File: src/rtl/uart_rx_pkg.sv
// Shared types and constants for the UART RX drain controller.
// The drain FSM state encoding and error flag bit positions live here so
// the controller, its timer and any software-facing logic agree on them.
package uart_rx_pkg;

    // Legacy-compatible raw encodings, reused as the enum values below.
    localparam logic [2:0] ST_IDLE    = 3'd0;
    localparam logic [2:0] ST_POP     = 3'd1;
    localparam logic [2:0] ST_SETTLE  = 3'd2;
    localparam logic [2:0] ST_EMIT    = 3'd3;
    localparam logic [2:0] ST_CLR_ERR = 3'd4;

    typedef enum logic [2:0] {
        IDLE    = ST_IDLE,
        POP     = ST_POP,
        SETTLE  = ST_SETTLE,
        EMIT    = ST_EMIT,
        CLR_ERR = ST_CLR_ERR
    } drain_state_e;

    // Bit positions inside err_status / out_err_tag.
    localparam int ERR_FRAMING  = 0;
    localparam int ERR_PARITY   = 1;
    localparam int ERR_OVERFLOW = 2;

endpackage

File: src/rtl/uart_rx_idle_timer.sv
// Saturating idle counter: cleared by 'clear', advances while 'count_en',
// and holds at IDLE_TIMEOUT_CYCLES-1 where 'expired' is asserted.
module uart_rx_idle_timer #(
    parameter int IDLE_TIMEOUT_CYCLES = 4340
) (
    input  logic clk,
    input  logic rst_n,
    input  logic clear,
    input  logic count_en,
    output logic expired
);

    localparam int CNT_W = $clog2(IDLE_TIMEOUT_CYCLES + 1);
    localparam logic [CNT_W-1:0] LAST = CNT_W'(IDLE_TIMEOUT_CYCLES - 1);

    logic [CNT_W-1:0] cnt_reg;

    // Count up while enabled, stop at the terminal value instead of wrapping.
    always_ff @(posedge clk) begin
        if (!rst_n) begin
            cnt_reg <= '0;
        end else if (clear) begin
            cnt_reg <= '0;
        end else if (count_en && (cnt_reg != LAST)) begin
            cnt_reg <= cnt_reg + 1'b1;
        end
    end

    assign expired = (cnt_reg == LAST);

endmodule

File: src/rtl/uart_rx_drain_ctrl.sv
// Drains the RX FIFO one character per read strobe, packs characters into
// little-endian words and hands them out on a valid/ready port. Partial
// words are flushed on idle timeout or when enable drops. Also pulses
// error_clear towards the error manager and keeps sticky error status.
// Optional build macro: UART_RX_DRAIN_ERR_TAG_EN adds out_err_tag[2:0].
module uart_rx_drain_ctrl
    import uart_rx_pkg::*;
#(
    parameter int RX_DATA_W           = 9,
    parameter int BYTES_PER_WORD      = 4,
    parameter int IDLE_TIMEOUT_CYCLES = 4340
) (
    input  logic                                  clk,
    input  logic                                  rst_n,
    input  logic                                  enable,
    input  logic [RX_DATA_W-1:0]                  rx_data,
    input  logic                                  rx_data_valid,
    output logic                                  rx_data_read,
    input  logic                                  error_detected,
    input  logic                                  framing_error,
    input  logic                                  parity_error,
    input  logic                                  overflow_error,
    output logic                                  error_clear,
    output logic [8*BYTES_PER_WORD-1:0]           out_data,
    output logic [$clog2(BYTES_PER_WORD+1)-1:0]   out_bytes,
    output logic                                  out_valid,
    input  logic                                  out_ready,
    output logic [2:0]                            err_status,
    input  logic                                  err_ack,
    output logic                                  busy
`ifdef UART_RX_DRAIN_ERR_TAG_EN
    ,
    output logic [2:0]                            out_err_tag
`endif
);

    localparam int CNT_W = $clog2(BYTES_PER_WORD + 1);
    localparam logic [CNT_W-1:0] LAST_SLOT = CNT_W'(BYTES_PER_WORD - 1);

    drain_state_e     state_reg, state_next;
    logic [CNT_W-1:0] pack_cnt_reg;
    logic [2:0]       err_status_reg, err_status_next;
    logic [2:0]       err_flags;
    logic             pop, handshake, in_clr, timer_expired;
    logic             unused_rx_bits;

    // Only the character bits are packed; parity/extra bits are ignored.
    assign unused_rx_bits = ^rx_data;

    assign err_flags[ERR_FRAMING]  = framing_error;
    assign err_flags[ERR_PARITY]   = parity_error;
    assign err_flags[ERR_OVERFLOW] = overflow_error;

    // All strobes come straight from the registered state.
    assign pop       = (state_reg == POP);
    assign in_clr    = (state_reg == CLR_ERR);
    assign handshake = (state_reg == EMIT) && out_ready;

    uart_rx_idle_timer #(
        .IDLE_TIMEOUT_CYCLES(IDLE_TIMEOUT_CYCLES)
    ) u_idle_timer (
        .clk      (clk),
        .rst_n    (rst_n),
        .clear    (pop || (pack_cnt_reg == '0)),
        .count_en ((state_reg == IDLE) && (pack_cnt_reg != '0) && !rx_data_valid),
        .expired  (timer_expired)
    );

    // Next-state decode; error servicing wins over popping in IDLE.
    always_comb begin
        state_next = state_reg;
        case (state_reg)
            IDLE: begin
                if (error_detected) begin
                    state_next = CLR_ERR;
                end else if (enable && rx_data_valid) begin
                    state_next = POP;
                end else if ((pack_cnt_reg != '0) && (!enable || timer_expired)) begin
                    state_next = EMIT;
                end
            end
            POP:     state_next = (pack_cnt_reg == LAST_SLOT) ? EMIT : SETTLE;
            SETTLE:  state_next = IDLE;
            EMIT:    state_next = out_ready ? IDLE : EMIT;
            CLR_ERR: state_next = IDLE;
            default: state_next = IDLE;
        endcase
    end

    // Sticky status: an ack clears old bits but bits latched this cycle survive.
    always_comb begin
        err_status_next = err_ack ? 3'b000 : err_status_reg;
        if (in_clr) begin
            err_status_next = err_status_next | err_flags;
        end
    end

    // State, pack count and error status registers.
    always_ff @(posedge clk) begin
        if (!rst_n) begin
            state_reg      <= IDLE;
            pack_cnt_reg   <= '0;
            err_status_reg <= 3'b000;
        end else begin
            state_reg      <= state_next;
            err_status_reg <= err_status_next;
            if (handshake) begin
                pack_cnt_reg <= '0;
            end else if (pop) begin
                pack_cnt_reg <= pack_cnt_reg + 1'b1;
            end
        end
    end

    // One byte lane per slot; a lane loads when the pop targets its index
    // and is zeroed on handshake so unused lanes of a short word read 0.
    generate
        for (genvar gi = 0; gi < BYTES_PER_WORD; gi++) begin : g_lane
            logic [7:0] byte_reg;

            // Capture the FIFO head into this lane during its pop.
            always_ff @(posedge clk) begin
                if (!rst_n) begin
                    byte_reg <= 8'h00;
                end else if (handshake) begin
                    byte_reg <= 8'h00;
                end else if (pop && (pack_cnt_reg == CNT_W'(gi))) begin
                    byte_reg <= rx_data[7:0];
                end
            end

            assign out_data[8*gi +: 8] = byte_reg;
        end
    endgenerate

`ifdef UART_RX_DRAIN_ERR_TAG_EN
    logic [2:0] tag_reg;

    // Accumulate error flags seen while the current word is being built.
    always_ff @(posedge clk) begin
        if (!rst_n) begin
            tag_reg <= 3'b000;
        end else if (handshake) begin
            tag_reg <= 3'b000;
        end else if (in_clr) begin
            tag_reg <= tag_reg | err_flags;
        end
    end

    assign out_err_tag = tag_reg;
`endif

    assign rx_data_read = pop;
    assign error_clear  = in_clr;
    assign out_valid    = (state_reg == EMIT);
    assign out_bytes    = pack_cnt_reg;
    assign err_status   = err_status_reg;
    assign busy         = (state_reg != IDLE) || (pack_cnt_reg != '0);

endmodule

File: config.mk
export PLATFORM = sky130hd
export DESIGN_NAME = uart_rx_drain_ctrl
export DESIGN_NICKNAME = d
export VERILOG_FILES = /design/src/rtl/uart_rx_pkg.sv /design/src/rtl/uart_rx_idle_timer.sv /design/src/rtl/uart_rx_drain_ctrl.sv
export SDC_FILE = /design/constraint.sdc
export NUM_CORES = 1
export LEC_CHECK = 0
export ABC_AREA = 1
export BUFFER_PORTS_ARGS = -buffer_cell sky130_fd_sc_hd__buf_2
export CAP_MARGIN = 20
export CELL_PAD_IN_SITES_DETAIL_PLACEMENT = 0
export CELL_PAD_IN_SITES_GLOBAL_PLACEMENT = 1
export CORE_MARGIN = 2
export CORE_UTILIZATION = 39
export CTS_BUF_LIST = sky130_fd_sc_hd__clkbuf_4 sky130_fd_sc_hd__clkbuf_8
export CTS_CLUSTER_SIZE = 24
export DETAILED_ROUTE_END_ITERATION = 7
export PLACE_DENSITY = 0.8
export RECOVER_POWER = 25
export SLEW_MARGIN = 20
export SYNTH_ARGS = -nofsm -noshare
export SYNTH_HDL_FRONTEND = slang
export SYNTH_SLANG_ARGS = --single-unit
File: constraint.sdc
create_clock -name clk -period 1.7 [get_ports clk]
set_input_delay 0.085 -clock clk [delete_from_list [all_inputs] [get_ports clk]]
set_output_delay 0.085 -clock clk [all_outputs]
set_load 0.1 [all_outputs]
# == Yosys cells after proc, flatten, opt, wreduce, memory -nomap -nowiden ==
# Cells that the tools add are included.
# classes
n_addsub,2
multipliers,0
div_mod_pow,0
n_lt_le_gt_ge,0
n_eq_ne,9
shifts,0
mux,8
n_bitwise,2
n_reduce_logical,21
# op_table
cell,n
3-bit two-way mux,5
13-bit by 1-bit adder with 13-bit output (second input constant),1
13-bit equality test (second input constant),1
13-bit != test (second input constant),1
1-bit logical AND,10
3-bit by 2-bit equality test with 1-bit output (second input constant),3
3-bit case mux with 3 select lines,1
3-bit by 1-bit equality test with 1-bit output (second input constant),2
3-bit logical NOT,2
3-bit nonzero test,2
4-bit by 2-bit != test with 1-bit output (second input constant),1
2-bit OR reduction,2
3-bit by 1-bit adder with 3-bit output (second input constant),1
3-bit equality test (second input constant),1
1-bit logical OR,3
3-bit OR,1
1-bit logical NOT,2
2-bit two-way mux,1
1-bit two-way mux,1
1-bit NOT,1
# word_totals
ff_bits,54
latchBits,0
mem_bits_rw,0
rom_bits,0
input_bits,19
output_inout_bits,42
word_cells,50
memories,0

# == Logic depth before layout (Yosys ltp) ==
# logic_depth
word_depth,7
depth_mapped,11
ltp_nobuf,10

# == Hierarchy ==
# A second synthesis with hierarchy kept.
# unflattened
cells_unflattened,381
area_unflattened_um2,2618.8
# modules_own_cells
module,instances,cells_per_inst,area_per_inst_um2,seq_area_each_um2
uart_rx_drain_ctrl,1,248,1762.9,820.8
uart_rx_idle_timer,1,133,855.8,260.2

# == Worst setup path before layout ==
# OpenSTA, ideal clock, no wires.
# synth_timing
kind,register to register
startpoint,register state_reg[2]
endpoint,register err_status_reg[0] (netlist: err_status[0])
setup_time_ns,0.071
arrival_ns,2.831
required_ns,1.629
setup_slack_ns,-1.202
stages_incl_launch_ff,5
path_buffers,0
period_less_slack_ns,2.902
path_cell_list,dfxtp_1 > inv_1 > nor3_1 > nand2_1 > a21oi_1
# synth_between
elab_chain_cells,2
# synth_rtl
element,line,text
"start, declared",uart_rx_drain_ctrl.sv:40,"drain_state_e state_reg, state_next;"
"start signal, assigned",uart_rx_drain_ctrl.sv:105,state_reg <= state_next;
3-bit equality test,uart_rx_drain_ctrl.sv:56,assign in_clr = (state_reg == CLR_ERR);
net error_clear,uart_rx_drain_ctrl.sv:23,"output logic error_clear,"
3-bit two-way mux,uart_rx_drain_ctrl.sv:93,if (in_clr) begin
"end signal, assigned",uart_rx_drain_ctrl.sv:106,err_status_reg <= err_status_next;
"end, declared",uart_rx_drain_ctrl.sv:42,"logic [2:0] err_status_reg, err_status_next;"
# The timed path passes the listed nets, and every way through them passes these cells.
# A chain may end at the register's enable or synchronous reset.

# == Worst setup path in the final report ==
# layout_timing
startpoint,register pack_cnt_reg[0] (netlist: out_bytes[0])
endpoint,output busy
# layout_between
elab_chain_cells,2
# layout_rtl
element,line,text
"start, declared",uart_rx_drain_ctrl.sv:41,logic [CNT_W-1:0] pack_cnt_reg;
"start signal, assigned",uart_rx_drain_ctrl.sv:110,pack_cnt_reg <= pack_cnt_reg + 1'b1;
3-bit nonzero test,uart_rx_drain_ctrl.sv:158,assign busy = (state_reg != IDLE) || (pack_cnt_reg != '0);
1-bit logical OR,uart_rx_drain_ctrl.sv:158,
"end, declared",uart_rx_drain_ctrl.sv:30,output logic busy
# Every way passes these cells.

==> impl_metrics.csv <==
group,metric,value,unit
cts,cts_tree,"done",
power,p_total,2504,uW
global_routing,grt_pass1_wl,9114,um
cells_and_area,area_growth,23.29,%
timing,setup_ws,0.09313,ns
logic_synthesis,yosys_warnings,0,
timing,finalCriticalPeriod,1.607,ns
cts,cts-root-buf,"clkbuf_8",
route,route.detailed.vias_per_inst,4.688,
cells_and_area,finalInstanceArea,2974,um2
floorplan,rows,28,
timing,finalHoldViolations,0,
global_routing,overflow,0,
route,wl,5790,um
timing,setup_viol_count_final,0,
floorplan,die_w,82.65,um
cts,htreeDepth,2,
global_routing,grtUsageTotal,17.54,%
placement,dp_worst_setup_slack,-0.02064,ns
timing,slew_headroom,63.28,%
floorplan,die_h,82.65,um
timing,fin_setup_tns,0,ns
global_routing,grt_pass1_vias,1974,
route,postRouteAntennaNets,0,
power,p_leak,0.001184,uW
placement,place_area,2861,um2
critical_path,critPathRequiredTime,1.62,ns
placement,port_buffers,59,
critical_path,critPathMaxStageDelay,0.41,ns
outcome,status,"complete, no violations",
route,dr.first_iter.drc_count,126,
power,power_density,841.9,nW/um2
logic_synthesis,syn_nets,356,
timing,fmax,622.3,MHz
logic_synthesis,syn_area,2412,um2
timing,skew,0.008826,ns
floorplan,core-area,5956,um2
cts,cts_buffers,5,
placement,hpwl,4191,um
critical_path,crit_slowest_cell,"buf_2",
route,dr.pass1.iters,4,
cts,path_clk_slew,0.09,ns
critical_path,startpoint_type,"flop",
critical_path,cp_data_arrival_time,1.52,ns
global_routing,grt_max_degree,36,
run,drv_cap,0,
route,dr_total_vias,2227,
cells_and_area,drive_gt1_share,26.25,%
timing,timing.hold.ws,0.02541,ns
cts,clockBufferDepth,2,
critical_path,critPathMaxFanout,3,
floorplan,dieArea,6830,um2
cts,clock-sinks,54,
placement,gp_congestion,0.7619,
timing,period_share,94.52,%
cells_and_area,antenna_cells,0,
cells_and_area,largest_reg_flops,32,
logic_synthesis,seq_area_frac_synth,44.81,%
critical_path,cp-end-kind,"output pin",
logic_synthesis,ys_types,27,
logic_synthesis,syn_inst,331,
route,wl_per_cell,12.19,um
floorplan,ios,61,
critical_path,crit_top_cell,"inv_2",
floorplan,start_util,40.50,%
critical_path,path_cells,"inv_2 -> ha_1 -> nand2_4 -> inv_2 -> nand2_2 -> buf_2",
timing,slew_viol_final,0,
cells_and_area,num-nets-final,424,
route,drc,0,
cts,cts_setup_buffers,0,
power,peakVddDrop,370.2,uV
logic_synthesis,synth.avg_cell_area,7.288,um2
timing,tightest_slew,0.5532,ns
logic_synthesis,ys_ff_latch,54,
cts,clk_latency,0.30,ns
global_routing,antenna_found_initial,0,
critical_path,path_class,"reg -> out",
timing,rsz0062_at_grt,"false",
min_path,min_path_type,"in -> reg",
cells_and_area,fill_cells,649,
metrics by stage:
stage	cells	util, %
floorplan	331	-
global placement	467	48.05
detailed placement	467	48.05
CTS	475	49.81
global route	475	49.94
finish	475	49.94
critical path: cells and delay by family, from the launching register on:
kind	cells	cell delay (ns)
adders and majority gates	1	0.22
buffers and inverters	3	0.50
DFF	1	0.35
and+or+nand+nor	2	0.14
logic make-up after synthesis:
| logic type | Yosys count | share of synthesized area, % |
|---|---|---|
| flip-flops | 54 | 44.81 |
| XOR/XNOR | 7 | 2.542 |
| adder cells (fa/ha/maj) | 6 | 3.112 |
| AND/OR/NAND/NOR | 178 | 31.90 |
| AO/OA/AOI/OAI | 54 | 11.88 |
| buffers and inverters | 32 | 5.758 |
cells in the mapped netlist, drive strengths merged:
library cell / instances / area share (%)
nand4: 4 / 1.0
nor2: 25 / 4.6
buf: 6 / 1.6
nand2: 134 / 22
or2: 2 / 0.52
nand3: 9 / 2.9
a211oi: 2 / 0.62
dfxtp: 54 / 45
inv: 26 / 4.1
o21ai: 2 / 0.41
ha: 6 / 3.1
a21oi: 50 / 11
nor3: 4 / 1.0
xnor2: 4 / 1.5
xor2: 3 / 1.1
power by group:
part           total, uW  leakage [uW]  switching, uW  internal, uW
Combinational        440      0.000694            351          89.1
Sequential          1300      0.000438           16.7          1290
Clock                761     0.0000517            414           346
layer usage:
layer  global-route usage [%]  routed length [um]  vias to the layer above
li1                         -                   -                     1191
met1                    23.23                2718                      994
met2                    29.76                2764                       40
met3                    3.152                 280                        2
met4                    3.934                  27                        0
met5                        0                   0                        -
worst paths after layout:
kind / slack (ns) / cells past startpoint / start / endpoint
max: 0.09 / 6 / out_bytes[0]$_SDFFE_PP0P_ / busy
min reg2reg: 0.46 / 2 / g_lane[2].byte_reg[7]$_SDFFE_PP0P_ / g_lane[2].byte_reg[7]$_SDFFE_PP0P_
min: 0.03 / 3 / framing_error / err_status[0]$_SDFF_PN0_
max reg2reg: 0.15 / 9 / out_bytes[0]$_SDFFE_PP0P_ / u_idle_timer.cnt_reg[9]$_SDFFE_PP0P_
placed cells by master, fill, tap and decap left out, types with 3 or more instances in the layout:
master    instances
nand2_2           3
buf_4             8
nor2_1           19
inv_2             5
clkbuf_8          6
xor2_1            3
nor2_2            5
a21oi_1          47
dfxtp_1          51
ha_1              6
clkbuf_2         19
nand3_1           7
buf_2            39
nand4_1           4
nand2_4           3
xnor2_1           4
nand2_1         128
inv_1            19
final cells by class:
class                   count  area, um2  area share (%)
clock buffers               7      90.09           3.029
clock inverters             1      5.005          0.1683
inverters                  26      103.9           3.492
multi-input cells         245       1221           41.06
flip-flops and latches     54       1090           36.64
well taps                  75      93.84           3.155
repair buffers             67      370.4           12.45
timing repair:
action | in CTS | in global routing
hold buffers | 0 | 0
resized for setup | 2 | 2
endpoints found under the setup margin | 6 | 13
Power figures use the tool's default switching activity.
